`config.mk`:
```
export PLATFORM = sky130hd
export DESIGN_NAME = mem_access_stage
export DESIGN_NICKNAME = d
export VERILOG_FILES = /design/src/rtl/mem_access_stage.sv
export SDC_FILE = /design/constraint.sdc
export NUM_CORES = 1
export LEC_CHECK = 0
export CORE_MARGIN = 1.5
export CORE_UTILIZATION = 39
export DETAILED_ROUTE_END_ITERATION = 12
export PLACE_DENSITY = 0.77
export SETUP_SLACK_MARGIN = 0.15
export SKIP_LAST_GASP = 1
export SYNTH_ARGS = -nofsm -noshare
export SYNTH_HDL_FRONTEND = slang
export SYNTH_SLANG_ARGS = --single-unit
```
`constraint.sdc`:
```
create_clock -name CLK -period 1.98 [get_ports CLK]
set_input_delay 0.396 -clock CLK [delete_from_list [all_inputs] [get_ports CLK]]
set_output_delay 0.396 -clock CLK [all_outputs]
set_load 0.05 [all_outputs]
```
`src/rtl/mem_access_stage.sv`:
```
// -----------------------------------------------------------------------------
// mem_access_stage
//   Memory-stage load/store unit of an RV32I pipeline. Launches one data-memory
//   transaction per load/store over a request/ready bus, stalls the pipeline
//   while the transaction is outstanding, and returns the sign- or
//   zero-extended load result.
//
// Handshake: MemReq and every bus output (MemWE, MemAddr, MemByteEn,
//   MemWData) are registered and stay constant from the cycle after launch
//   until and including the cycle MemReady is sampled high. A cycle with
//   MemReq=1 and MemReady=1 completes the transfer; read data on MemRData is
//   valid in that same cycle. MemReq is never asserted in DONE or IDLE.
//
// Ports:
//   CLK, RST              clock, asynchronous active-low reset
//   ALUResultM            effective byte address
//   WriteDataM            store source data
//   Funct3M               access type (B/H/W/BU/HU; 011/110/111 act as W)
//   MemReadM, MemWriteM   load / store in M (store wins if both)
//   FlushM                kill the M instruction before launch
//   MemReq..MemWData      data bus request side
//   MemReady, MemRData    data bus response side
//   ReadDataM, DataValidM extended load result and completion pulse
//   StallM                freeze F/D/E/M
//   MisalignedM           misaligned-access pulse (IDLE only, combinational)
//   DbgStateM             current FSM state (0 IDLE, 1 BUSY, 2 DONE)
// -----------------------------------------------------------------------------
module mem_access_stage #(
  parameter int ADDR_W = 32
) (
  input  logic              CLK,
  input  logic              RST,
  input  logic [ADDR_W-1:0] ALUResultM,
  input  logic [31:0]       WriteDataM,
  input  logic [2:0]        Funct3M,
  input  logic              MemReadM,
  input  logic              MemWriteM,
  input  logic              FlushM,
  output logic              MemReq,
  output logic              MemWE,
  output logic [ADDR_W-1:0] MemAddr,
  output logic [3:0]        MemByteEn,
  output logic [31:0]       MemWData,
  input  logic              MemReady,
  input  logic [31:0]       MemRData,
  output logic [31:0]       ReadDataM,
  output logic              DataValidM,
  output logic              StallM,
  output logic              MisalignedM,
  output logic [1:0]        DbgStateM
);

  typedef enum logic [1:0] {
    IDLE = 2'd0,
    BUSY = 2'd1,
    DONE = 2'd2
  } state_t;

  state_t state_q;
  state_t state_d;

  logic        access;
  logic        misaligned;
  logic        launch;
  logic [3:0]  be_calc;
  logic [31:0] wd_calc;
  logic [2:0]  funct3_q;
  logic [1:0]  offset_q;
  logic [31:0] lane;
  logic [31:0] load_ext;

  // ---------------------------------------------------------------------------
  // Access decode from the M-stage inputs. Funct3[1:0] gives the size
  // (00 byte, 01 half, anything else word); Funct3[2] selects zero-extension.
  // ---------------------------------------------------------------------------
  always_comb begin
    access     = (MemReadM | MemWriteM) & ~FlushM;
    misaligned = 1'b0;
    be_calc    = 4'b1111;
    wd_calc    = WriteDataM;
    unique case (Funct3M[1:0])
      2'b00: begin
        be_calc = 4'b0001 << ALUResultM[1:0];
        wd_calc = {4{WriteDataM[7:0]}};
      end
      2'b01: begin
        misaligned = ALUResultM[0];
        be_calc    = ALUResultM[1] ? 4'b1100 : 4'b0011;
        wd_calc    = {2{WriteDataM[15:0]}};
      end
      default: begin
        misaligned = (ALUResultM[1:0] != 2'b00);
      end
    endcase
    launch = (state_q == IDLE) & access & ~misaligned;
  end

  // ---------------------------------------------------------------------------
  // FSM: state register
  // ---------------------------------------------------------------------------
  always_ff @(posedge CLK or negedge RST) begin
    if (!RST) state_q <= IDLE;
    else      state_q <= state_d;
  end

  // ---------------------------------------------------------------------------
  // FSM: next state. DONE always returns to IDLE so the instruction still
  // sitting in M during DONE cannot relaunch. FlushM has no effect once BUSY.
  // ---------------------------------------------------------------------------
  always_comb begin
    state_d = state_q;
    unique case (state_q)
      IDLE:    if (launch)   state_d = BUSY;
      BUSY:    if (MemReady) state_d = DONE;
      DONE:    state_d = IDLE;
      default: state_d = IDLE;
    endcase
  end

  // ---------------------------------------------------------------------------
  // FSM: combinational outputs. Gated with RST so nothing is claimed while
  // the block is held in reset.
  // ---------------------------------------------------------------------------
  always_comb begin
    StallM      = RST & (launch | (state_q == BUSY));
    MisalignedM = RST & (state_q == IDLE) & access & misaligned;
    DbgStateM   = state_q;
  end

  // ---------------------------------------------------------------------------
  // Load extraction from the captured byte offset and access type.
  // ---------------------------------------------------------------------------
  always_comb begin
    lane = MemRData >> {offset_q, 3'b000};
    unique case (funct3_q[1:0])
      2'b00:   load_ext = funct3_q[2] ? {24'd0, lane[7:0]}
                                      : {{24{lane[7]}}, lane[7:0]};
      2'b01:   load_ext = funct3_q[2] ? {16'd0, lane[15:0]}
                                      : {{16{lane[15]}}, lane[15:0]};
      default: load_ext = MemRData;
    endcase
  end

  // ---------------------------------------------------------------------------
  // Registered bus side and result. MemReq/DataValidM are registered decodes
  // of the next state, so they line up exactly with BUSY/DONE.
  // ---------------------------------------------------------------------------
  always_ff @(posedge CLK or negedge RST) begin
    if (!RST) begin
      MemReq     <= 1'b0;
      MemWE      <= 1'b0;
      MemAddr    <= '0;
      MemByteEn  <= 4'b0000;
      MemWData   <= 32'd0;
      ReadDataM  <= 32'd0;
      DataValidM <= 1'b0;
      funct3_q   <= 3'b000;
      offset_q   <= 2'b00;
    end else begin
      MemReq     <= (state_d == BUSY);
      DataValidM <= (state_d == DONE);
      if (launch) begin
        MemWE     <= MemWriteM;
        MemAddr   <= {ALUResultM[ADDR_W-1:2], 2'b00};
        MemByteEn <= be_calc;
        MemWData  <= wd_calc;
        funct3_q  <= Funct3M;
        offset_q  <= ALUResultM[1:0];
      end
      // Stores leave the previous load result untouched.
      if ((state_q == BUSY) && MemReady && !MemWE) begin
        ReadDataM <= load_ext;
      end
    end
  end

endmodule

```
==> implementation parameters <==
Parameter                              Value

Status
  Result of the run ... complete, but fails checks
  Violations in the final reports ... setup timing

Route
  DRT Wirelength ... 15.9 mm
  Number of nets still failing antenna checks after routing ... 0
  Via count ... 4,444
  Number of vias per cell after detailed routing ... 5.13
  Final routed wire length divided by cell count ... 18.3 um
  Iter 0 DRT Violations ... 333
  Number of search-and-repair iterations in the first detailed-routing pass ... 6
  Post-detailed-route DRC marker count ... 0

GRT
  Pin count of the biggest net entering global routing ... 103
  Number of global-route vias before repair ... 4,554
  Wire length of the first global-routing pass ... 24.0 mm
  Overflow left after global routing ... 0
  Antenna violations before repair ... 3
  Total global routing track utilization ... 0.233

Place
  Port Buffer Count ... 209
  Gp weighted congestion ... 0.897
  Hpwl dp ... 11.0 mm
  Placed standard-cell area ... 7540 sq um

Clock tree
  CTS max path bufs ... 2
  Clock-pin slew on the worst setup and hold paths ... 0.07 ns
  Clock tree from TritonCTS ... yes
  Number of buffers inserted during clock tree synthesis ... 9
  Buffer type at the clock tree root ... clkbuf_16
  Sinks on the clock net ... 108
  H-tree depth reported by CTS ... 3
  Clock insertion delay at the later pin of the skew report ... 0.35 ns

STA
  Fmax achieved ... 0.467 GHz
  Worst slew pin tran ... 0.549 ns
  Setup repair after global routing missed its margin ... true
  Final clock period utilization by the worst path ... 1.08
  Final setup violating endpoints ... 64
  Hold Violations, Final ... 0
  Slack of the critical path ... -0.159 ns
  Max Transition Viols Final ... 0
  Clock skew after layout ... 0.00594 ns
  Post-layout min period ... 2.14 ns
  Max-Slew Margin vs Limit ... 0.634

Die
  Starting density of the core ... 0.402
  Count of boundary I/O pins ... 212
  Die Wd ... 117 um
  Height of the die ... 117 um
  Area inside the core boundary ... 12,700 sq um
  Total number of placement rows ... 41
  Floorplan die area ... 13,800 sq um

Final layout
  Final net count ... 793
  Commonest non-fill, non-tap cell in the layout ... dfrtp_1
  Utilization of the core after routing ... 0.644
  Fin area ... 8160 sq um
  Area occupied by multi-input gates ... 2270 sq um
  Most used cells in the layout excluding fill and tap cells ... 106 x dfrtp_1, 96 x clkdlybuf4s50_1, 90 x dlygate4sd2_1, 64 x mux2_2, 53 x buf_4
  Fill cell instance count of the final layout ... 1,039
  Fraction of final layout cells sized beyond drive strength 1 ... 0.240
  Layout overhead on the synthesized area ... 60.3%
  FF+latch area ... 2710 sq um

Critical path
  CP Data Arrival Time ... 1.74 ns
  CP Max Fanout ... 2
  Kind of critical path ... flop to output pin
  Data required, critical path ... 1.58 ns
  Setup slack on the worst flop-to-flop path ... -0.12 ns
  Kind of start point of the critical path ... flop
  Crit end category ... output pin

Synth
  Fraction of synthesis flops using an asynchronous set or reset pin ... 1.00
  Cell area after synthesis ... 5090 sq um
  Post-Synthesis Cells ... 448
  Synth area leader ... dfrtp_1
  Number of distinct library cells after synthesis ... 42
  Most instantiated flip-flop cell in the synthesis netlist ... dfrtp_1
  Number of enable flip-flop cells after synthesis ... 0
  Average footprint of a synthesized cell ... 11.4 sq um
  Number of warnings reported in the yosys synthesis log ... 0
  Top cells by area, synth ... dfrtp_1 53%, mux2_2 14%, mux2_1 4.4%
  Proportion of synthesized chip area in sequential cells ... 0.531
  Synthesized flop and latch total ... 108
  Portion of synthesized cell area occupied by the leading cell type ... 0.531

Power and ir drop
  Largest voltage drop on the vdd net ... 0.000802 V
  Leakage power summed over all cells ... 3.71 nW
  Power per standard cell area ... 1370 nW/um^2

Hold path
  Path class of the lowest-slack min-delay path ... input port to asynchronous set/reset pin

Job
  Max-cap viol count ... 0
[through the flow]
step / hold slack (ns) / setup TNS (ns) / setup slack, ns / power, mW / std cells
finish: 0.152 / -5.06 / -0.159 / 11.2 / 867
global route: 0.205 / -8.37 / -0.206 / 11.7 / 866
CTS: 0.174 / -3.38 / -0.136 / 11.2 / 855
detailed placement: 0.234 / -24.31 / -0.367 / 9.60 / 830
global placement: 0.230 / -21.26 / -0.347 / 9.50 / 830
floorplan: 0.100 / -1.28 / -0.0627 / 7.33 / 449
[registers in the layout, indices dropped and copies added, names as in the netlist]
register / count
MemWData: 32
ReadDataM: 32
MemAddr: 30
MemByteEn: 4
funct3_q: 3
DbgStateM: 2
offset_q: 2
DataValidM: 1
MemReq: 1
MemWE: 1
[metal layers]
metal | track usage | up-vias | share of wire
met5 | 0 | - | 0.0012
met4 | 0.0884 | 2 | 0.019
met3 | 0.0844 | 22 | 0.099
met2 | 0.391 | 191 | 0.49
met1 | 0.275 | 2158 | 0.39
li1 | - | 2071 | -
[timing repair]
item	in CTS	in global routing
endpoints found under the hold margin	6	0
pin swaps	3	2
gates cloned	5	2
gates resized for setup	102	7
setup endpoints to repair	156	77
setup buffers	3	8
hold buffers	1	0
[kinds of logic (layout without fill, tap and decap cells)]
group / Yosys count / count (layout) / synth area share
simple gates: 121 / 121 / 0.121
flops: 108 / 108 / 0.531
mux: 105 / 105 / 0.227
compound gates: 76 / 76 / 0.0828
buf+inv: 36 / 280 / 0.0361
other cells: 1 / 4 / 0.000736
xor+xnor: 1 / 1 / 0.00172
[cell usage after synthesis, types with 2 or more instances]
cell	n
a21o_1	6
a21oi_1	19
and2_1	2
buf_2	3
buf_4	6
buf_6	3
clkbuf_1	21
dfrtp_1	108
inv_1	2
mux2_1	20
mux2_2	64
mux2i_1	21
nand2_1	41
nand2b_1	7
nand3_1	32
nand3b_1	9
nor2_1	14
nor2b_1	2
nor4_1	2
o211ai_1	4
o21ai_0	39
o22ai_1	3
[path summary, 6_finish.rpt]
kind | cells past startpoint | end | from
min in group CLK | 4 | MemByteEn[0] | Funct3M[0]
max | 4 | StallM | DbgStateM[0]
min reg2reg | 2 | ReadDataM[6] | ReadDataM[6]
min | 2 | ReadDataM[7] | RST
max in group asynchronous | 2 | MemAddr[10] | RST
max reg2reg | 6 | MemWData[24] | DbgStateM[0]
[cell type report]
cell class | instances | share of cell area
flip-flops and latches | 108 | 0.331
inverters | 2 | 0.000920
diodes | 2 | 0.000613
well taps | 172 | 0.0264
repair buffers | 262 | 0.323
multi-input cells | 305 | 0.278
clock inverters | 6 | 0.0107
clock buffers | 10 | 0.0293
[critical path, stage by stage (launching register included)]
cell and delay, ns:
dfrtp_2 0.40, or4_4 0.55, o21ai_2 0.14, and2_4 0.17, buf_8 0.14
[where the power goes]
| group | switching (mW) | internal, mW |
|---|---|---|
| Sequential | 0.493 | 2.98 |
| Clock | 0.829 | 1.14 |
| Combinational | 3.91 | 1.83 |
(Power assumes the default switching activity.)
